===== src/rtl/ascon_sca_stim_driver_pkg.sv =====
// Shared command-stream codes, core data-type codes and FSM encodings for the stimulus driver.
package ascon_sca_stim_driver_pkg;

    // INS opcodes (cmd_data[31:28])
    localparam logic [3:0] OP_LD_KEY   = 4'h1;
    localparam logic [3:0] OP_LD_NONCE = 4'h2;
    localparam logic [3:0] OP_LD_AD    = 4'h3;
    localparam logic [3:0] OP_LD_PT    = 4'h4;
    localparam logic [3:0] OP_LD_CT    = 4'h5;
    localparam logic [3:0] OP_LD_TAG   = 4'h6;
    localparam logic [3:0] OP_DO_ENC   = 4'h8;
    localparam logic [3:0] OP_DO_DEC   = 4'h9;
    localparam logic [3:0] OP_DO_HASH  = 4'hA;

    // Core bdi/bdo type codes
    localparam logic [3:0] D_NULL  = 4'h0;
    localparam logic [3:0] D_NONCE = 4'h1;
    localparam logic [3:0] D_AD    = 4'h2;
    localparam logic [3:0] D_PTCT  = 4'h3;
    localparam logic [3:0] D_TAG   = 4'h4;

    // INS field offsets
    localparam int unsigned CMD_OP_LSB    = 28;
    localparam int unsigned CMD_FLAGS_LSB = 24;

    // FSM encoding
    localparam logic [0:0] StIdle = 1'b0;
    localparam logic [0:0] StLoad = 1'b1;

    typedef logic [3:0] op_t;

    function automatic logic is_ld_op(input op_t op);
        return (op == OP_LD_KEY) || (op == OP_LD_NONCE) || (op == OP_LD_AD) ||
               (op == OP_LD_PT) || (op == OP_LD_CT) || (op == OP_LD_TAG);
    endfunction

    // Key loads carry no bdi type, so they map to D_NULL.
    function automatic logic [3:0] op_to_type(input op_t op);
        logic [3:0] t;
        case (op)
            OP_LD_NONCE:         t = D_NONCE;
            OP_LD_AD:            t = D_AD;
            OP_LD_PT, OP_LD_CT:  t = D_PTCT;
            OP_LD_TAG:           t = D_TAG;
            default:             t = D_NULL;
        endcase
        return t;
    endfunction

endpackage


===== src/rtl/ascon_sca_stim_driver_share_split.sv =====
// Combinational Boolean masking: share i>=1 is rnd slice i-1, share 0 absorbs data and all masks.
module ascon_sca_stim_driver_share_split #(
    parameter int unsigned NUM_SHARES = 2,
    parameter int unsigned W          = 32,
    localparam int unsigned RND_W     = (NUM_SHARES > 1) ? (NUM_SHARES - 1) * W : 1
) (
    input  logic [W-1:0]            data_i,
    input  logic [RND_W-1:0]        rnd_i,
    output logic [NUM_SHARES*W-1:0] shares_o
);

    // Share formation; the XOR of all shares always equals data_i.
    always_comb begin
        logic [W-1:0] acc;
        shares_o = '0;
        acc      = data_i;
        for (int i = 1; i < int'(NUM_SHARES); i++) begin
            shares_o[i*W +: W] = rnd_i[(i-1)*W +: W];
            acc                = acc ^ rnd_i[(i-1)*W +: W];
        end
        shares_o[0 +: W] = acc;
    end

endmodule


===== src/rtl/ascon_sca_stim_driver.sv =====
// INS/DAT command sequencer for a masked Ascon core: masks DAT words into shares, drives the
// key/bdi handshakes, and unmasks bdo shares into a one-slot result buffer.
module ascon_sca_stim_driver
    import ascon_sca_stim_driver_pkg::*;
#(
    parameter int unsigned NUM_SHARES = 2,
    parameter int unsigned CCW        = 32,
    parameter int unsigned CCSW       = 32,
    parameter int unsigned LEN_W      = 24,
    localparam int unsigned RND_W     = (NUM_SHARES > 1) ? (NUM_SHARES - 1) * CCW : 1,
    localparam int unsigned KRND_W    = (NUM_SHARES > 1) ? (NUM_SHARES - 1) * CCSW : 1
) (
    input  logic                     clk_i,
    input  logic                     rst_i,
    input  logic                     cmd_valid_i,
    output logic                     cmd_ready_o,
    input  logic                     cmd_is_ins_i,
    input  logic [31:0]              cmd_data_i,
    input  logic [RND_W-1:0]         rnd_i,
    output logic [NUM_SHARES*CCSW-1:0] key_o,
    output logic                     key_valid_o,
    input  logic                     key_ready_i,
    output logic [NUM_SHARES*CCW-1:0] bdi_o,
    output logic                     bdi_valid_o,
    input  logic                     bdi_ready_i,
    output logic [3:0]               bdi_type_o,
    output logic                     bdi_eot_o,
    output logic                     bdi_eoi_o,
    output logic                     decrypt_o,
    output logic                     hash_o,
    input  logic [NUM_SHARES*CCW-1:0] bdo_i,
    input  logic                     bdo_valid_i,
    output logic                     bdo_ready_o,
    input  logic [3:0]               bdo_type_i,
    input  logic                     auth_i,
    input  logic                     auth_valid_i,
    output logic                     auth_ready_o,
    output logic                     res_valid_o,
    input  logic                     res_ready_i,
    output logic [CCW-1:0]           res_data_o,
    output logic [3:0]               res_type_o,
    output logic                     auth_ok_o,
    output logic                     proto_err_o
);

    logic [0:0]                 state_q, state_d;
    logic [LEN_W-1:0]           words_left_q, words_left_d;
    op_t                        op_q, op_d;
    logic                       eoi_flag_q, eoi_flag_d;
    logic                       out_valid_q, out_valid_d;
    logic                       out_is_key_q, out_is_key_d;
    logic [NUM_SHARES*CCSW-1:0] key_q, key_d;
    logic [NUM_SHARES*CCW-1:0]  bdi_q, bdi_d;
    logic [3:0]                 type_q, type_d;
    logic                       eot_q, eot_d;
    logic                       eoi_q, eoi_d;
    logic                       decrypt_q, decrypt_d;
    logic                       hash_q, hash_d;
    logic                       proto_err_q, proto_err_d;
    logic                       auth_ok_q;
    logic                       res_valid_q;
    logic [CCW-1:0]             res_data_q;
    logic [3:0]                 res_type_q;

    logic                       out_fire, cmd_fire, bdo_fire, res_fire;
    op_t                        cmd_op;
    logic [LEN_W-1:0]           cmd_len;
    logic [KRND_W-1:0]          key_rnd;
    logic [NUM_SHARES*CCSW-1:0] key_shares;
    logic [NUM_SHARES*CCW-1:0]  bdi_shares;
    logic [CCW-1:0]             res_xor;

    assign cmd_op  = cmd_data_i[CMD_OP_LSB +: 4];
    assign cmd_len = cmd_data_i[LEN_W-1:0];

    assign out_fire = out_valid_q & (out_is_key_q ? key_ready_i : bdi_ready_i);

    // LOAD only accepts while words remain; the final held word must drain before IDLE.
    assign cmd_ready_o = ~rst_i & ((state_q == StIdle) ? 1'b1 :
                         ((words_left_q != '0) & (~out_valid_q | out_fire)));
    assign cmd_fire    = cmd_valid_i & cmd_ready_o;

    // Resize each mask slice to the key share width.
    always_comb begin
        key_rnd = '0;
        for (int i = 0; i < int'(NUM_SHARES) - 1; i++) begin
            key_rnd[i*CCSW +: CCSW] = CCSW'(rnd_i[i*CCW +: CCW]);
        end
    end

    ascon_sca_stim_driver_share_split #(
        .NUM_SHARES (NUM_SHARES),
        .W          (CCSW)
    ) u_key_split (
        .data_i   (CCSW'(cmd_data_i)),
        .rnd_i    (key_rnd),
        .shares_o (key_shares)
    );

    ascon_sca_stim_driver_share_split #(
        .NUM_SHARES (NUM_SHARES),
        .W          (CCW)
    ) u_bdi_split (
        .data_i   (CCW'(cmd_data_i)),
        .rnd_i    (rnd_i),
        .shares_o (bdi_shares)
    );

    // Command decode, word loading and output-hold next-state logic.
    always_comb begin
        state_d      = state_q;
        words_left_d = words_left_q;
        op_d         = op_q;
        eoi_flag_d   = eoi_flag_q;
        out_valid_d  = out_valid_q & ~out_fire;
        out_is_key_d = out_is_key_q;
        key_d        = key_q;
        bdi_d        = bdi_q;
        type_d       = type_q;
        eot_d        = eot_q;
        eoi_d        = eoi_q;
        decrypt_d    = decrypt_q;
        hash_d       = hash_q;
        proto_err_d  = proto_err_q;

        if ((state_q == StLoad) && out_fire && (words_left_q == '0)) begin
            state_d = StIdle;
        end

        if (cmd_fire) begin
            if (cmd_is_ins_i) begin
                // An INS mid-load aborts the load and drops any held word.
                if (state_q == StLoad) begin
                    proto_err_d = 1'b1;
                    out_valid_d = 1'b0;
                end
                state_d      = StIdle;
                words_left_d = '0;
                if (cmd_op == OP_DO_ENC) begin
                    decrypt_d = 1'b0;
                    hash_d    = 1'b0;
                end else if (cmd_op == OP_DO_DEC) begin
                    decrypt_d = 1'b1;
                    hash_d    = 1'b0;
                end else if (cmd_op == OP_DO_HASH) begin
                    decrypt_d = 1'b0;
                    hash_d    = 1'b1;
                end else if (is_ld_op(cmd_op) && (cmd_len != '0)) begin
                    op_d         = cmd_op;
                    eoi_flag_d   = cmd_data_i[CMD_FLAGS_LSB];
                    words_left_d = LEN_W'(cmd_len[LEN_W-1:2]) + LEN_W'(|cmd_len[1:0]);
                    state_d      = StLoad;
                end
            end else if (state_q == StIdle) begin
                proto_err_d = 1'b1;
            end else begin
                out_valid_d  = 1'b1;
                out_is_key_d = (op_q == OP_LD_KEY);
                if (op_q == OP_LD_KEY) begin
                    key_d = key_shares;
                end else begin
                    bdi_d = bdi_shares;
                end
                type_d       = op_to_type(op_q);
                eot_d        = (words_left_q == LEN_W'(1));
                eoi_d        = eoi_flag_q & (words_left_q == LEN_W'(1));
                words_left_d = words_left_q - LEN_W'(1);
            end
        end
    end

    // Sequencer and held-word state.
    always_ff @(posedge clk_i) begin
        if (rst_i) begin
            state_q      <= StIdle;
            words_left_q <= '0;
            op_q         <= '0;
            eoi_flag_q   <= 1'b0;
            out_valid_q  <= 1'b0;
            out_is_key_q <= 1'b0;
            key_q        <= '0;
            bdi_q        <= '0;
            type_q       <= D_NULL;
            eot_q        <= 1'b0;
            eoi_q        <= 1'b0;
            decrypt_q    <= 1'b0;
            hash_q       <= 1'b0;
            proto_err_q  <= 1'b0;
        end else begin
            state_q      <= state_d;
            words_left_q <= words_left_d;
            op_q         <= op_d;
            eoi_flag_q   <= eoi_flag_d;
            out_valid_q  <= out_valid_d;
            out_is_key_q <= out_is_key_d;
            key_q        <= key_d;
            bdi_q        <= bdi_d;
            type_q       <= type_d;
            eot_q        <= eot_d;
            eoi_q        <= eoi_d;
            decrypt_q    <= decrypt_d;
            hash_q       <= hash_d;
            proto_err_q  <= proto_err_d;
        end
    end

    assign key_o       = key_q;
    assign key_valid_o = out_valid_q & out_is_key_q;
    assign bdi_o       = bdi_q;
    assign bdi_valid_o = out_valid_q & ~out_is_key_q;
    assign bdi_type_o  = type_q;
    assign bdi_eot_o   = eot_q;
    assign bdi_eoi_o   = eoi_q;
    assign decrypt_o   = decrypt_q;
    assign hash_o      = hash_q;
    assign proto_err_o = proto_err_q;

    // Unmask the core output: XOR of all bdo shares.
    always_comb begin
        res_xor = '0;
        for (int i = 0; i < int'(NUM_SHARES); i++) begin
            res_xor = res_xor ^ bdo_i[i*CCW +: CCW];
        end
    end

    assign bdo_ready_o  = ~rst_i & (~res_valid_q | res_ready_i);
    assign bdo_fire     = bdo_valid_i & bdo_ready_o;
    assign res_fire     = res_valid_q & res_ready_i;
    assign auth_ready_o = ~rst_i;

    // One-slot result buffer and sticky auth result.
    always_ff @(posedge clk_i) begin
        if (rst_i) begin
            res_valid_q <= 1'b0;
            res_data_q  <= '0;
            res_type_q  <= D_NULL;
            auth_ok_q   <= 1'b0;
        end else begin
            if (bdo_fire) begin
                res_valid_q <= 1'b1;
                res_data_q  <= res_xor;
                res_type_q  <= bdo_type_i;
            end else if (res_fire) begin
                res_valid_q <= 1'b0;
            end
            if (auth_valid_i) begin
                auth_ok_q <= auth_i;
            end
        end
    end

    assign res_valid_o = res_valid_q;
    assign res_data_o  = res_data_q;
    assign res_type_o  = res_type_q;
    assign auth_ok_o   = auth_ok_q;

endmodule

===== config.mk =====
export PLATFORM = sky130hd
export DESIGN_NAME = ascon_sca_stim_driver
export DESIGN_NICKNAME = d
export VERILOG_FILES = /design/src/rtl/ascon_sca_stim_driver_pkg.sv /design/src/rtl/ascon_sca_stim_driver_share_split.sv /design/src/rtl/ascon_sca_stim_driver.sv
export SDC_FILE = /design/constraint.sdc
export NUM_CORES = 1
export LEC_CHECK = 0
export CELL_PAD_IN_SITES_DETAIL_PLACEMENT = 0
export CELL_PAD_IN_SITES_GLOBAL_PLACEMENT = 2
export CORE_ASPECT_RATIO = 2
export CORE_UTILIZATION = 26
export CTS_BUF_LIST = sky130_fd_sc_hd__clkbuf_8 sky130_fd_sc_hd__clkbuf_16
export DETAILED_ROUTE_END_ITERATION = 6
export PLACE_DENSITY = 0.86
export SYNTH_ARGS = -nofsm -noshare
export SYNTH_HDL_FRONTEND = slang
export SYNTH_SLANG_ARGS = --single-unit

===== constraint.sdc =====
create_clock -name clk_i -period 2.9 [get_ports clk_i]
set_input_delay 0.435 -clock clk_i [delete_from_list [all_inputs] [get_ports clk_i]]
set_output_delay 0.435 -clock clk_i [all_outputs]
set_load 0.05 [all_outputs]

# Yosys cells after proc, flatten, opt, wreduce, memory -nomap -nowiden
# Index checks and enable logic that the tools add are counted.
# op_classes
div_mod_pow	0
n_eq_ne	18
shifts	0
n_mul	0
n_reduce_logical	23
mux	31
add_sub_neg	2
n_lt_le_gt_ge	0
bitwise_logic	25
# op_table
cell	count
$mux W23	4
$xor A32 B32 Y32	2
$mux W24	2
$reduce_bool A24 Y1	2
$eq A24 B1 Y1 const B	1
$eq A4 B3 Y1 const B	6
$logic_not A24 Y1	1
$mux W1	24
$sub A24 B1 Y24 const B	1
$add A22 B1 Y23	1
$eq A4 B2 Y1 const B	4
$eq A4 B4 Y1 const B	3
$pmux W3 S4	1
$and A1 B1 Y1	11
$not A1 Y1	10
$reduce_and A3 Y1	3
$eq A4 B1 Y1 const B	2
$reduce_and A4 Y1	2
$reduce_and A6 Y1	1
$logic_or A1 B1 Y1	5
$reduce_bool A2 Y1	2
$reduce_or A2 Y1	2
$logic_and A1 B1 Y1	3
$reduce_bool A3 Y1	1
4 further kinds	5
# totals
mem_bits_ro	0
reg_bits	207
mem_bits_rw	0
latch_bits	0
inputBits	142
out_inout_bits	180
memories	0

# Longest topological paths before layout
# depth
ltp_word	13
depth_mapped	10
ltp_nobuf	9

# Cells and area by module
# Synthesis repeated with hierarchy kept, for this count alone.
# hier_totals
hier_cells	1181
area_unflattened_um2	10381.2
# modules_own_cells
module	n_inst	area_per_inst_um2	cells_per_inst
ascon_sca_stim_driver	1	9340.2	1053
ascon_sca_stim_driver_share_split	2	520.5	64

# Worst setup path before layout
# OpenSTA, ideal clock, no wires.
# synth_path
path_type	input port to flip-flop
startpoint	input cmd_is_ins_i
endpoint	register words_left_q[8]
path_stages	10
path_slack_ns	0.602
t_arrival_ns	2.233
cell_sequence	buf_2 -> inv_1 -> clkbuf_1 -> ha_1 -> a311oi_1 -> o31a_1 -> clkbuf_1 -> clkbuf_1 -> o21ai_0 -> nor2_1
# synth_between
elab_chain_len	2
# synth_lines
item	line	source
start: declaration	ascon_sca_stim_driver.sv:17	input logic cmd_is_ins_i,
$reduce_bool A2 Y1 (no line)	--	
$reduce_and A2 Y1 (no line)	--	
end signal: assignment	ascon_sca_stim_driver.sv:191	words_left_q <= words_left_d;
end: declaration	ascon_sca_stim_driver.sv:47	logic [LEN_W-1:0] words_left_q, words_left_d;
# Several ways; a longest one is shown, not always the timed one.
# A chain may end at the register's enable or synchronous reset.

# Final worst setup path
# layout_path
startpoint	register words_left_q[6]
endpoint	output cmd_ready_o
# layout_between
elab_chain_len	4
# layout_lines
item	line	source
$reduce_bool A24 Y1	ascon_sca_stim_driver.sv:80	((words_left_q != '0) & (~out_valid_q | out_fire)));
$and A1 B1 Y1	ascon_sca_stim_driver.sv:80	
$mux W1	ascon_sca_stim_driver.sv:79	assign cmd_ready_o = ~rst_i & ((state_q == StIdle) ? 1'b1 :
$and A1 B1 Y1	ascon_sca_stim_driver.sv:79	
end: declaration	ascon_sca_stim_driver.sv:16	output logic cmd_ready_o,
# Every way passes these cells.

==> metrics.txt <==
# TYPE chip_impl_metric gauge
chip_impl_metric{name="firstDrtPassIters",unit=""} 4
chip_impl_metric{name="final.fill_count",unit=""} 3505
chip_impl_info{name="critical_path.startpoint",value="words_left_q[6]"} 1
chip_impl_metric{name="dr.first_iter.drc_count",unit=""} 263
chip_impl_metric{name="avgRoutedWirePerCell",unit="um"} 17.1
chip_impl_metric{name="grt_start_max_net_pins",unit=""} 113
chip_impl_metric{name="async_flop_share",unit="%"} 0
chip_impl_metric{name="post-synth-top-area-fraction",unit="%"} 45.8
chip_impl_metric{name="post_cts_resize_count",unit=""} 0
chip_impl_metric{name="path_clk_slew",unit="ns"} 0.06
chip_impl_metric{name="design.die.area",unit="um2"} 35400
chip_impl_metric{name="final-instance-count-excl-fill",unit=""} 1785
chip_impl_metric{name="syn2layout_area_growth",unit="%"} 51.8
chip_impl_metric{name="max_cap_violations",unit=""} 0
chip_impl_info{name="yosysTopAreaCell",value="sky130_fd_sc_hd__dfxtp_1"} 1
chip_impl_info{name="tritoncts",value="yes"} 1
chip_impl_metric{name="drtAntennaViolNets",unit=""} 0
chip_impl_metric{name="yosysWarningCount",unit=""} 0
chip_impl_metric{name="coreArea",unit="um2"} 34200
chip_impl_metric{name="grt_util_all_layers",unit="%"} 17.2
chip_impl_info{name="yosys-top-cells-area",value="sky130_fd_sc_hd__dfxtp_1 (46%), sky130_fd_sc_hd__xnor2_1 (7.7%), sky130_fd_sc_hd__nor2_1 (5.6%)"} 1
chip_impl_metric{name="critPathRequiredTime",unit="ns"} 2.47
chip_impl_metric{name="synth_xor_xnor_area_share",unit="%"} 8.86
chip_impl_metric{name="dp.cells",unit=""} 1741
chip_impl_metric{name="period_minus_slack",unit="ns"} 2.73
chip_impl_metric{name="drt_drc_violations_left",unit=""} 0
chip_impl_metric{name="synthAdderAreaFrac",unit="%"} 0.974
chip_impl_metric{name="number_of_top_level_design_ports",unit=""} 322
chip_impl_metric{name="hpwl",unit="um"} 23200
chip_impl_metric{name="detailedPlace.worstSlack",unit="ns"} 0.0477
chip_impl_metric{name="hold_buffers",unit=""} 0
chip_impl_metric{name="gp_congestion",unit=""} 0.817
chip_impl_metric{name="synth.distinct_cells",unit=""} 57
chip_impl_metric{name="post-route-period-util",unit="%"} 94.0
chip_impl_info{name="synthMostInstantiatedCell",value="sky130_fd_sc_hd__dfxtp_1"} 1
chip_impl_metric{name="clk-insertion-delay-late",unit="ns"} 0.54
chip_impl_info{name="worst_setup_end_kind",value="primary output"} 1
chip_impl_metric{name="synth_fp_nets",unit=""} 1155
chip_impl_metric{name="power_density",unit="nW/um2"} 531
chip_impl_metric{name="timing.final.max_slew_violations",unit=""} 0
chip_impl_info{name="main_combinational_cell_family_by_area_after_synthesis",value="compound AO/OA/AOI/OAI gates"} 1
chip_impl_metric{name="start_util",unit="%"} 26.3
chip_impl_metric{name="gate_count_after_technology_mapping",unit=""} 1006
chip_impl_metric{name="grt_antenna_before_repair",unit=""} 2
chip_impl_metric{name="clock_tree.htree_level_count",unit=""} 1
chip_impl_metric{name="timing.final.ws_setup",unit="ns"} 0.175
chip_impl_metric{name="ys_seq_elements",unit=""} 206
chip_impl_metric{name="max-clock-path-buffers",unit=""} 3
chip_impl_metric{name="globalRoute.totalOverflow",unit=""} 0
chip_impl_info{name="synthTopCellsByCount",value="sky130_fd_sc_hd__dfxtp_1 (206), sky130_fd_sc_hd__nor2_1 (134), sky130_fd_sc_hd__nand2_1 (84)"} 1
chip_impl_metric{name="synth_compound_gate_area_share",unit="%"} 17.7
chip_impl_metric{name="cts-buffers-inserted",unit=""} 22
chip_impl_metric{name="share_of_post_route_cells_with_drive_strength_above_1",unit="%"} 9.84
chip_impl_metric{name="final_hold_viol_count",unit=""} 0
chip_impl_metric{name="setup-violations-final",unit=""} 0
chip_impl_metric{name="tritoncts_num_sinks",unit=""} 206
chip_impl_metric{name="die_h",unit="um"} 265
chip_impl_metric{name="timing.setup.tns",unit="ns"} 0
chip_impl_metric{name="timing_limited_maximum_frequency",unit="MHz"} 367
chip_impl_metric{name="overall_routed_net_length",unit="um"} 30500
chip_impl_metric{name="final_util",unit="%"} 39.9
chip_impl_metric{name="slew_of_the_pin_with_the_lowest_slew_margin",unit="ns"} 0.692
chip_impl_metric{name="synthesis.area_per_instance",unit="um2"} 8.94
chip_impl_metric{name="number_of_vias_in_the_routed_layout",unit=""} 8405
chip_impl_info{name="worst_hold_path_type",value="in -> reg"} 1
chip_impl_metric{name="synth-edff-count",unit=""} 0
chip_impl_metric{name="grt_first_pass_wirelength",unit="um"} 47500
chip_impl_info{name="synth-main-ff-cell",value="sky130_fd_sc_hd__dfxtp_1"} 1
chip_impl_metric{name="grt_pass1_vias",unit=""} 8516
chip_impl_metric{name="fp-row-count",unit=""} 96
chip_impl_info{name="run_status",value="complete, no violations"} 1
chip_impl_metric{name="port_buffers",unit=""} 320
chip_impl_info{name="unrepaired_setup_endpoints_after_global_routing",value="no"} 1
chip_impl_metric{name="timing.slew.headroom",unit="%"} 53.8
chip_impl_info{name="worst_r2r_startpoint",value="words_left_q[6]"} 1
chip_impl_info{name="setup.worst_path.start_class",value="flop"} 1
chip_impl_metric{name="total_power",unit="W"} 0.00725
chip_impl_metric{name="synthMuxAreaShare",unit="%"} 4.67
chip_impl_info{name="timing_worst_setup_path_type",value="reg -> out"} 1
chip_impl_metric{name="cts_setup_buffers",unit=""} 0
chip_impl_metric{name="p_leak",unit="nW"} 4.60
chip_impl_metric{name="skew",unit="ns"} 0.0287
chip_impl_metric{name="synth.yosys.seq_area_share",unit="%"} 45.8
chip_impl_metric{name="worst-path-max-fanout",unit=""} 6
chip_impl_info{name="clock-root-buffer",value="sky130_fd_sc_hd__clkbuf_16"} 1
chip_impl_metric{name="irDropWorstVdd",unit="mV"} 0.427
chip_impl_metric{name="critPathArrivalTime",unit="ns"} 2.29
chip_impl_metric{name="viasPerCell",unit=""} 4.71
chip_impl_info{name="min_from",value="rst_i"} 1
chip_impl_metric{name="chipWidth",unit="um"} 134
chip_impl_metric{name="design.final.nets",unit=""} 1476
chip_impl_metric{name="area_fraction_in_and_or_nand_and_nor_cells_after_synthesis",unit="%"} 17.6
chip_impl_metric{name="post_synth_instance_area",unit="um2"} 8990
worst paths after layout:
check	end	depth (start not counted)	slack, ns
worst min register to register	bdi_o[50]	2	0.45
worst max-delay path	cmd_ready_o	5	0.17
worst min-delay path	bdi_o[62]	2	0.17
worst max register to register	words_left_q[6]	7	0.48
flip-flops by register name (all words and copies together) (netlist names):
name          count
res_type_o        4
words_left_q     24
proto_err_o       1
decrypt_o         1
hash_o            1
op_q              4
key_o            64
eoi_flag_q        1
res_valid_o       1
bdi_eoi_o         1
out_is_key_q      1
res_data_o       32
bdi_o            64
bdi_type_o        3
auth_ok_o         1
state_q           1
out_valid_q       1
bdi_eot_o         1
cell type report:
cell class              instances  area, um2  share of cell area (%)
diodes                          2       5.00                  0.0366
clock inverters                12        158                    1.15
multi-input cells             712       4500                    33.0
repair buffers                368       3630                    26.6
clock buffers                  27        619                    4.53
inverters                      17       63.8                   0.467
well taps                     441        552                    4.04
flip-flops and latches        206       4120                    30.2
per-layer routing:
layer	routed length, um	GRT usage, %
met5	0	0
met4	1160	8.23
met3	1430	2.44
met2	17300	34.2
met1	10700	16.8
power by group:
part / leakage, nW / switching, W / internal [W]
Combinational: 2.54 / 0.000717 / 0.000534
Clock: 0.390 / 0.00124 / 0.00179
Sequential: 1.67 / 0.0000606 / 0.00291
kinds of logic after synthesis:
| logic type | Yosys count |
|---|---|
| muxes | 42 |
| buffers and inverters | 88 |
| AOI/OAI and AO/OA | 226 |
| and+or+nand+nor | 345 |
| adders and majority gates | 7 |
| xor gates and xnor gates | 91 |
| DFF | 206 |
| other | 1 |
cell usage in the layout (no fill, tap or decap), drive strengths merged, types with 51 or more instances in the layout:
| cell type | n |
|---|---|
| buf | 51 |
| o21ai | 65 |
| dfxtp | 206 |
| clkdlybuf4s50 | 317 |
| xnor2 | 79 |
| nand3 | 54 |
| a211oi | 66 |
| nor2 | 134 |
| nand2 | 84 |
| a21oi | 56 |
worst max-delay path: stages, from the launching register on:
cell                       delay, ns
sky130_fd_sc_hd__dfxtp_1        0.39
sky130_fd_sc_hd__nor4_4         0.38
sky130_fd_sc_hd__nand4b_2       0.27
sky130_fd_sc_hd__o31ai_4        0.39
sky130_fd_sc_hd__a21oi_1        0.12
sky130_fd_sc_hd__buf_4          0.22
metrics by stage:
step / instance area, um2 / hold WS (ns)
final: 13700 / 0.171
after global routing: 13700 / 0.160
after CTS: 13600 / 0.141
after detailed placement: 12900 / 0.446
after global placement: 12900 / 0.442
after floorplan: 8990 / 0.444
No activity file was read; power rests on OpenSTA's default activity.
==> edit: new RTL, same settings <==
Take the reset off `key_q` and load it in a clocked block of its own.
--- a/src/rtl/ascon_sca_stim_driver.sv
+++ b/src/rtl/ascon_sca_stim_driver.sv
@@ -179,5 +179,4 @@
             out_valid_q  <= 1'b0;
             out_is_key_q <= 1'b0;
-            key_q        <= '0;
             bdi_q        <= '0;
             type_q       <= D_NULL;
@@ -194,5 +193,4 @@
             out_valid_q  <= out_valid_d;
             out_is_key_q <= out_is_key_d;
-            key_q        <= key_d;
             bdi_q        <= bdi_d;
             type_q       <= type_d;
@@ -203,4 +201,8 @@
             proto_err_q  <= proto_err_d;
         end
+    end
+
+    always_ff @(posedge clk_i) begin
+        key_q <= key_d;
     end
 
Formal check against the unedited RTL: differs if rst_i is asserted again (counterexample within 4 cycles, from zero or initial values and one cycle with rst_i high); with rst_i held inactive, the same outputs for 4 cycles.
==> edit against the original RTL <==
Register-to-register slack improved by 0.05 ns. Global-route usage decreased by 0.24 points. Critical path depth unchanged. Cell area increased by 0.20%. Synthesized cell count decreased by 9.1%. Wire length increased by 1.2%. Sequential cell count unchanged. Total power increased by 1.6%. First-iteration DRC count increased by 37%. Area after synthesis increased by 1.3%. Setup slack improved by 0.14 ns. Critical path type unchanged. Critical endpoint unchanged.
==> edit: results (changes against the original RTL) <==
[logic_synthesis]
synth.lib_cells_used.distinct=67  ; +18%
synth_edf_count=64  ; +64
ys_seq_area_share_pct=52.3  ; +6.4 points
ys_top_cells_by_area=dfxtp_1 31%, edfxtp_1 21%, xnor2_1 4.1%
yosys-top-cells-count=142 x dfxtp_1, 88 x nor2_1, 74 x nand2_1

[critical_path]
worst_r2r_endpoint=hash_o
critical_path.max_fanout=14  ; +8
cp_data_arrival_time_ns=2.15  ; -0.14 ns
regToRegSetupSlack_ns=0.53  ; +0.05 ns

[placed_design]
place_ws_ns=-0.0386  ; -0.0863 ns

[route]
drt_pre_antenna_iters=7  ; +3
route.final.wire_length_um=30900  ; +1.2%
initialDrtViolationCount=360  ; +37%
vias=8023  ; -4.5%

[finish]
comb.multi_input.count=632  ; -11%
sh_seq_area_pct=34.8  ; +4.6 points
non_clock_buffer_count=359  ; -2.4%
layout.clock.cell_area_share_pct=5.46  ; -0.23 points
layout.clock_buffers=21  ; -22%
signal_buffer_area_fraction_pct=26.0  ; -0.57 points
antenna_cells=0  ; -2
multi_input_area_um2=3990  ; -11%

[grt]
largest_net_degree_at_the_start_of_global_routing=73  ; -35%
grt_use_met2_pct=34.4  ; +0.20 points
grt_pass1_wl_um=46500  ; -2.2%
total_routing_usage_gr_pct=16.9  ; -0.24 points
grt_antenna_before_repair=0  ; -2

[timing]
worst_pin_slew_ns=0.906  ; +0.214 ns
post-route-worst-setup-slack_ns=0.320  ; +0.145 ns

[power]
share_seq_of_total_power_pct=42.3  ; +1.3 points
total_leakage_power_uw=0.00467  ; +1.4%
irDropWorstVdd_mv=0.360  ; -16%

[clock_tree]
clock_insertion_delay_worst_skew_ns=0.52  ; -0.02 ns

[status]
run_status=completed

[floorplan]
floorplan.die_area_um2=35800  ; +1.3%

[hold_path]
worstHoldEndpoint=out_valid_q

edit: timing repair:
item / CTS / global route
setup endpoints to repair: 0 / 1
setup buffers: 0 / 1
hold endpoints to repair: 0 / 0
edit: kinds of logic after synthesis:
| group | after synthesis | synth area share (%) |
|---|---|---|
| buffers and inverters | 76 | 4.01 |
| DFF | 206 | 52.3 |
| muxes | 2 | 0.220 |
| and+or+nand+nor | 346 | 20.5 |
| other | 1 | 0.0412 |
| xor gates and xnor gates | 85 | 8.17 |
| AOI/OAI and AO/OA | 191 | 13.8 |
| adders and majority gates | 7 | 0.961 |
edit: per-layer routing:
metal | vias up | share of wire [%] | wire (um)
met5 | - | 0 | 0
met4 | 0 | 3.7 | 1130
met3 | 58 | 5.7 | 1760
met2 | 317 | 57 | 17700
met1 | 3746 | 33 | 10300
li1 | 3902 | - | -
edit: stage by stage:
step                std cells  hold slack, ns
floorplan                 914           0.447
global placement         1654           0.442
detailed placement       1654           0.444
CTS                      1692           0.350
global route             1693           0.361
finish                   1693           0.354
